## src/rtl/icb_dma_master.sv

```systemverilog
// ---------------------------------------------------------------------------
// icb_dma_master
//
// Word-granular memory-to-memory copy engine. Software programs SRC, DST and
// LEN through a sysp register slot and sets START. The engine then copies LEN
// words, one ICB transaction outstanding at a time:
//   read word at src_ptr -> buffer -> write buffer to dst_ptr
// and raises DONE (and irq_o when IEN is set) at the end.
//
// Handshake semantics (both ICB channels): a beat transfers on a rising clk
// edge where valid && ready are both high. While cmd_valid is high, every cmd
// field is held stable until that edge. cmd_valid never depends on cmd_ready,
// and rsp_ready is high only while the engine waits for a response.
//
// Ports
//   clk, rst_n         clock, asynchronous active-low reset
//   waddr_i/data_i/sel_i/we_i   register write (byte enables per byte)
//   raddr_i/rd_i/data_o         register read, data_o registered on rd_i
//   irq_o              DONE & IEN
//   m_icb_cmd_*        ICB command channel (initiator)
//   m_icb_rsp_*        ICB response channel (initiator)
//
// Register map (word offsets, bits [1:0] of the address ignored)
//   0x00 CTRL  bit0 START(W1, reads 0) bit1 BUSY(RO) bit2 DONE(W1C)
//              bit3 ERR(W1C) bit4 IEN(RW)
//   0x04 SRC   0x08 DST   0x0C LEN (LEN_W bits)   0x10 CNT (RO)
//
// LEN_W must be below 32.
// ---------------------------------------------------------------------------
module icb_dma_master #(
    parameter int unsigned WR_RSP = 1,
    parameter int unsigned LEN_W  = 16
) (
    input  logic        clk,
    input  logic        rst_n,
    input  logic [7:0]  waddr_i,
    input  logic [31:0] data_i,
    input  logic [3:0]  sel_i,
    input  logic        we_i,
    input  logic [7:0]  raddr_i,
    input  logic        rd_i,
    output logic [31:0] data_o,
    output logic        irq_o,
    output logic        m_icb_cmd_valid,
    input  logic        m_icb_cmd_ready,
    output logic [31:0] m_icb_cmd_addr,
    output logic        m_icb_cmd_read,
    output logic [31:0] m_icb_cmd_wdata,
    output logic [3:0]  m_icb_cmd_wmask,
    input  logic        m_icb_rsp_valid,
    output logic        m_icb_rsp_ready,
    input  logic        m_icb_rsp_err,
    input  logic [31:0] m_icb_rsp_rdata
);

    typedef enum logic [2:0] {
        S_IDLE   = 3'd0,
        S_RD_CMD = 3'd1,
        S_RD_RSP = 3'd2,
        S_WR_CMD = 3'd3,
        S_WR_RSP = 3'd4
    } state_t;

    state_t state_q, state_d;

    logic [31:0]      src_q, dst_q;
    logic [31:0]      src_ptr_q, dst_ptr_q;
    logic [31:0]      buf_q;
    logic [LEN_W-1:0] len_q, cnt_q;
    logic             done_q, err_q, ien_q;
    logic             busy;

    // FSM strobes
    logic start_req;   // software wrote START=1 to CTRL
    logic load;        // start with LEN != 0: latch pointers and count
    logic zero_done;   // start with LEN == 0: finish without bus traffic
    logic abort;       // error response
    logic cap_buf;     // read data accepted
    logic word_done;   // write for the current word finished
    logic last_word;   // word_done on the final word

    // Register write decode
    logic [5:0]  widx, ridx;
    logic        wr_ctrl, wr_src, wr_dst, wr_len;
    logic [31:0] len_merge;
    logic [31:0] rd_mux;

    assign busy = (state_q != S_IDLE);
    assign widx = waddr_i[7:2];
    assign ridx = raddr_i[7:2];

    // SRC/DST/LEN are frozen while a transfer runs.
    assign wr_ctrl = we_i && (widx == 6'd0);
    assign wr_src  = we_i && (widx == 6'd1) && !busy;
    assign wr_dst  = we_i && (widx == 6'd2) && !busy;
    assign wr_len  = we_i && (widx == 6'd3) && !busy;

    assign start_req = wr_ctrl && sel_i[0] && data_i[0];

    function automatic logic [31:0] merge_bytes(input logic [31:0] cur,
                                                input logic [31:0] wd,
                                                input logic [3:0]  be);
        logic [31:0] res;
        res = cur;
        for (int i = 0; i < 4; i++) begin
            if (be[i]) res[8*i +: 8] = wd[8*i +: 8];
        end
        return res;
    endfunction

    assign len_merge = merge_bytes(32'(len_q), data_i, sel_i);

    // Address bits [1:0] are don't-care; upper merged LEN bits are dropped.
    logic unused_ok;
    assign unused_ok = ^{waddr_i[1:0], raddr_i[1:0], len_merge[31:LEN_W]};

    // ---------------------------------------------------------------- FSM
    always_ff @(posedge clk or negedge rst_n) begin
        if (!rst_n) begin
            state_q <= S_IDLE;
        end else begin
            state_q <= state_d;
        end
    end

    always_comb begin
        state_d         = state_q;
        load            = 1'b0;
        zero_done       = 1'b0;
        abort           = 1'b0;
        cap_buf         = 1'b0;
        word_done       = 1'b0;
        m_icb_cmd_valid = 1'b0;
        m_icb_cmd_read  = 1'b0;
        m_icb_cmd_addr  = 32'h0;
        m_icb_cmd_wdata = 32'h0;
        m_icb_cmd_wmask = 4'h0;
        m_icb_rsp_ready = 1'b0;

        case (state_q)
            S_IDLE: begin
                if (start_req) begin
                    if (len_q != '0) begin
                        load    = 1'b1;
                        state_d = S_RD_CMD;
                    end else begin
                        zero_done = 1'b1;
                    end
                end
            end
            S_RD_CMD: begin
                m_icb_cmd_valid = 1'b1;
                m_icb_cmd_read  = 1'b1;
                m_icb_cmd_addr  = {src_ptr_q[31:2], 2'b00};
                if (m_icb_cmd_ready) state_d = S_RD_RSP;
            end
            S_RD_RSP: begin
                m_icb_rsp_ready = 1'b1;
                if (m_icb_rsp_valid) begin
                    if (m_icb_rsp_err) begin
                        abort   = 1'b1;
                        state_d = S_IDLE;
                    end else begin
                        cap_buf = 1'b1;
                        state_d = S_WR_CMD;
                    end
                end
            end
            S_WR_CMD: begin
                m_icb_cmd_valid = 1'b1;
                m_icb_cmd_addr  = {dst_ptr_q[31:2], 2'b00};
                m_icb_cmd_wdata = buf_q;
                m_icb_cmd_wmask = 4'hF;
                if (m_icb_cmd_ready) begin
                    // Without write responses the word retires on the cmd beat.
                    if (WR_RSP != 0) state_d = S_WR_RSP;
                    else             word_done = 1'b1;
                end
            end
            S_WR_RSP: begin
                m_icb_rsp_ready = 1'b1;
                if (m_icb_rsp_valid) begin
                    if (m_icb_rsp_err) begin
                        abort   = 1'b1;
                        state_d = S_IDLE;
                    end else begin
                        word_done = 1'b1;
                    end
                end
            end
            default: state_d = S_IDLE;
        endcase

        if (word_done) begin
            state_d = (cnt_q == LEN_W'(1)) ? S_IDLE : S_RD_CMD;
        end
    end

    assign last_word = word_done && (cnt_q == LEN_W'(1));

    // ---------------------------------------------------------- datapath
    always_ff @(posedge clk or negedge rst_n) begin
        if (!rst_n) begin
            src_q     <= 32'h0;
            dst_q     <= 32'h0;
            len_q     <= '0;
            cnt_q     <= '0;
            src_ptr_q <= 32'h0;
            dst_ptr_q <= 32'h0;
            buf_q     <= 32'h0;
            done_q    <= 1'b0;
            err_q     <= 1'b0;
            ien_q     <= 1'b0;
            data_o    <= 32'h0;
        end else begin
            if (wr_src) src_q <= merge_bytes(src_q, data_i, sel_i);
            if (wr_dst) dst_q <= merge_bytes(dst_q, data_i, sel_i);
            if (wr_len) len_q <= len_merge[LEN_W-1:0];

            if (wr_ctrl && sel_i[0]) ien_q <= data_i[4];

            // Hardware set beats a same-cycle software clear.
            if (zero_done || abort || last_word) begin
                done_q <= 1'b1;
            end else if (wr_ctrl && sel_i[0] && data_i[2]) begin
                done_q <= 1'b0;
            end

            if (abort) begin
                err_q <= 1'b1;
            end else if (wr_ctrl && sel_i[0] && data_i[3]) begin
                err_q <= 1'b0;
            end

            if (load) begin
                src_ptr_q <= src_q;
                dst_ptr_q <= dst_q;
                cnt_q     <= len_q;
            end else if (word_done) begin
                src_ptr_q <= src_ptr_q + 32'd4;
                dst_ptr_q <= dst_ptr_q + 32'd4;
                cnt_q     <= cnt_q - LEN_W'(1);
            end

            if (cap_buf) buf_q <= m_icb_rsp_rdata;

            if (rd_i) data_o <= rd_mux;
        end
    end

    always_comb begin
        rd_mux = 32'h0;
        case (ridx)
            6'd0:    rd_mux = {27'd0, ien_q, err_q, done_q, busy, 1'b0};
            6'd1:    rd_mux = src_q;
            6'd2:    rd_mux = dst_q;
            6'd3:    rd_mux = 32'(len_q);
            6'd4:    rd_mux = 32'(cnt_q);
            default: rd_mux = 32'h0;
        endcase
    end

    assign irq_o = done_q & ien_q;

endmodule
```

## config.mk

```make
export PLATFORM = sky130hd
export DESIGN_NAME = icb_dma_master
export DESIGN_NICKNAME = d
export VERILOG_FILES = /design/src/rtl/icb_dma_master.sv
export SDC_FILE = /design/constraint.sdc
export NUM_CORES = 1
export LEC_CHECK = 0
export CAP_MARGIN = 0
export CORE_ASPECT_RATIO = 0.6
export CORE_UTILIZATION = 30
export CTS_BUF_LIST = sky130_fd_sc_hd__clkbuf_8
export DETAILED_ROUTE_END_ITERATION = 10
export SLEW_MARGIN = 30
export SYNTH_ARGS = -nofsm -noshare
export SYNTH_HDL_FRONTEND = slang
export SYNTH_SLANG_ARGS = --single-unit
```

## constraint.sdc

```tcl
create_clock -name clk -period 3.2 [get_ports clk]
set_clock_uncertainty 0.15 [all_clocks]
set_input_delay 0.64 -clock clk [delete_from_list [all_inputs] [get_ports clk]]
set_output_delay 0.64 -clock clk [all_outputs]
set_load 0.005 [all_outputs]
```

==> flow_metrics.py <==
metrics = {
    "synthesis": {
        "syn_area_per_cell_sq_um": 10.3,
        "ys_ff_latch": 226,
        "synthSimpleGateAreaFrac": 0.171,
        "syn-cell-area_sq_um": 11300,
        "synth-edff-count": 0,
        "postSynth.asyncResetShare": 1.00,
        "synth_area_leaders": "dfrtp_1, mux2_2, mux2i_1",
        "synth_top_cell_by_area": "dfrtp_1",
        "yosysTopAreaCellShare": 0.499,
        "synth-adder-area-share": 0.00530,
        "synth_most_common_cell": "dfrtp_1",
        "syn_inst": 1098,
        "synth_top_family_by_area": "simple AND/OR/NAND/NOR gates",
        "yosys-mux-area-fraction": 0.153,
        "yosys_most_used_dff": "dfrtp_1",
        "yosys_warnings": 0,
        "synth_compound_area_frac": 0.113,
        "synth_xor_area_frac": 0.0216,
        "yosysSeqAreaShare": 0.499,
        "synth_common_cells": "dfrtp_1, mux2_2, nand2_1",
        "synthDistinctLibCells": 57,
    },
    "job": {
        "cap_violations": 0,
    },
    "timing": {
        "slew_violations": 0,
        "clock.fmax_mhz": 325,
        "hold_ws_ps": 339,
        "grt_setup_unrepaired": "false",
        "slew_headroom": 0.494,
        "post-route-min-period_ps": 3080,
        "worst_pin_slew_ps": 759,
        "fin_crit_sh": 0.963,
        "fin_setup_tns_ps": 0,
        "setup_viol": 0,
        "hold_violations": 0,
    },
    "setup_path": {
        "cpPeakStageDelay_ps": 480,
        "worstPathCellList": "buf_12, mux2i_1, nor2_1, clkdlybuf4s50_1",
        "cp-start-kind": "flop",
        "slowest_stage": "dfrtp_2",
        "critical_path_required_ps": 2410,
        "critPathCaptureType": "primary output",
        "path_class": "flop to primary output",
        "arrival_ps": 2290,
        "cp_max_fo": 30,
        "rr_worst_depth": 6,
    },
    "clock_tree": {
        "cts_tree": "built",
        "insertion_delay_ps": 560,
        "path_clk_slew_ps": 60,
        "h-tree-depth": 2,
        "clockRootBuffer": "clkbuf_8",
        "cts.sink_count": 226,
        "cts_inserted_buffers": 38,
        "cts_buffer_depth": 3,
    },
    "global_routing": {
        "first_global_vias": 9487,
        "grt_max_degree": 88,
        "gr-usage-met1": 0.303,
        "grt-ovfl-total": 0,
        "grtUsageMet3": 0.0514,
        "busiest_layer": "met1",
        "antenna_found_initial": 3,
        "grt_pass1_wl_microns": 58100,
        "grt_usage": 0.196,
        "grt_use_met2": 0.267,
    },
    "layout": {
        "n_fill_cell": 3677,
        "nets": 1404,
        "syn_to_final_growth_pct": 30.7,
        "post-route-util": 0.403,
        "drive_above_1_share": 0.173,
        "fin_cells": 1840,
        "n_antenna_cell": 0,
    },
    "hold_path": {
        "min_path_type": "flop to flop",
        "holdPathStages": 1,
    },
    "run_status": {
        "status": "complete, no violations",
    },
    "floorplanning": {
        "start_util": 0.308,
        "die-width_microns": 253,
        "fp.dieH_microns": 153,
        "io_pins": 195,
        "std_cell_rows": 54,
        "die_area_sq_um": 38600,
        "core-area_sq_um": 36800,
    },
    "detailed_routing": {
        "firstDrtPassIters": 5,
        "drt_wl_total_microns": 37800,
        "wl_per_cell_microns": 20.6,
        "drtIter0Drc": 918,
        "ant_nets": 0,
        "via_per_inst": 5.25,
        "route.detailed.drc": 0,
        "vias": 9664,
    },
    "placed_design": {
        "place_hpwl_microns": 27400,
        "port_buffers": 188,
        "place_congestion": 0.882,
        "dpl.cell_count": 1772,
    },
    "pwr": {
        "p_per_area_nw_per_um2": 544,
        "power_leakage_nw": 6.46,
        "total_power_mw": 8.05,
        "ir_drop_mv": 0.259,
    },
}
stage by stage:
| stage | setup slack [ps] | cell area [sq um] |
|---|---|---|
| final | 119 | 14800 |
| after global routing | 9.40 | 14800 |
| after CTS | 31.7 | 14800 |
| after detailed placement | 44.3 | 14100 |
| after global placement | 90.4 | 14100 |
| after floorplan | 678 | 11300 |
per-layer routing:
metal  vias to the layer above  routed length (microns)  part of all wire
met5                         -                       37           0.00098
met4                         6                      709             0.019
met3                        60                     3140             0.083
met2                       364                    15300              0.40
met1                      4822                    18700              0.49
li1                       4412                        -                 -
critical path: cells and delay by family, from the launching register on:
family | cells | cell delay, ps
buffers and inverters | 2 | 730
DFF | 1 | 480
muxes | 1 | 420
and+or+nand+nor | 1 | 80
layout make-up:
type	count	area, sq um	share of cell area
Multi-Input combinational cell	773	5280	0.356
Clock inverter	21	85.1	0.00575
Timing Repair Buffer	244	2430	0.164
Sequential cell	226	5660	0.382
Tap cell	504	631	0.0426
Inverter	26	97.6	0.00659
Clock buffer	46	633	0.0428
power breakdown:
| group | total [mW] | switching [mW] | leakage (nW) | internal [mW] |
|---|---|---|---|---|
| clock network | 2.51 | 1.22 | 0.435 | 1.30 |
| logic | 1.83 | 0.889 | 2.98 | 0.946 |
| registers | 3.70 | 0.404 | 3.04 | 3.30 |
sequential cells by signal (all words and copies together) (netlist names):
signal	count
done_q	1
err_q	1
src_ptr_q	30
ien_q	1
len_q	16
src_q	32
buf_q	32
dst_ptr_q	30
state_q	3
dst_q	32
data_o	32
cnt_q	16
cells by family (layout without fill, tap and decap cells):
logic type | Yosys count | in the layout
AOI/OAI and AO/OA | 194 | 194
xor gates and xnor gates | 28 | 28
adders and majority gates | 5 | 5
buffers and inverters | 100 | 337
DFF | 226 | 226
muxes | 159 | 159
other | 1 | 2
and+or+nand+nor | 385 | 385
worst paths after layout:
| kind | from | end | slack, ps |
|---|---|---|---|
| max | state_q[1]$_DFFE_PN0P_ | m_icb_cmd_addr[22] | 120 |
| min | buf_q[16]$_DFFE_PN0P_ | buf_q[16]$_DFFE_PN0P_ | 340 |
| max reg2reg | cnt_q[3]$_DFFE_PN0P_ | state_q[0]$_DFFE_PN0P_ | 320 |
| min reg2reg | buf_q[16]$_DFFE_PN0P_ | buf_q[16]$_DFFE_PN0P_ | 340 |
| max in group asynchronous | rst_n | state_q[0]$_DFFE_PN0P_ | 1650 |
| min in group asynchronous | rst_n | buf_q[7]$_DFFE_PN0P_ | 470 |
cells in the final DEF (no fill, tap or decap), types with 5 or more instances in the layout:
| cell | count |
|---|---|
| a21oi_1 | 22 |
| a221o_1 | 7 |
| a22oi_1 | 39 |
| a31oi_1 | 8 |
| a32oi_1 | 5 |
| and2_1 | 8 |
| and3_1 | 48 |
| and4_1 | 6 |
| buf_12 | 9 |
| buf_4 | 45 |
| clkbuf_8 | 46 |
| clkdlybuf4s50_1 | 187 |
| dfrtp_1 | 224 |
| inv_1 | 44 |
| mux2_2 | 112 |
| mux2i_1 | 46 |
| nand2_1 | 104 |
| nand2b_1 | 14 |
| nand3_1 | 50 |
| nand4_1 | 18 |
| nor2_1 | 78 |
| nor3_1 | 18 |
| nor4_1 | 8 |
| o211ai_1 | 17 |
| o21ai_0 | 54 |
| o221ai_1 | 12 |
| o22ai_1 | 17 |
| or3_1 | 11 |
| xnor2_1 | 7 |
| xor2_1 | 21 |
timing repair:
action / CTS / global route
hold buffers: 1 / 0
endpoints found under the setup margin: 0 / 36
resized for setup: 0 / 2
setup buffers: 0 / 0
hold endpoints to repair: 53 / 0
(Power assumes the default switching activity.)
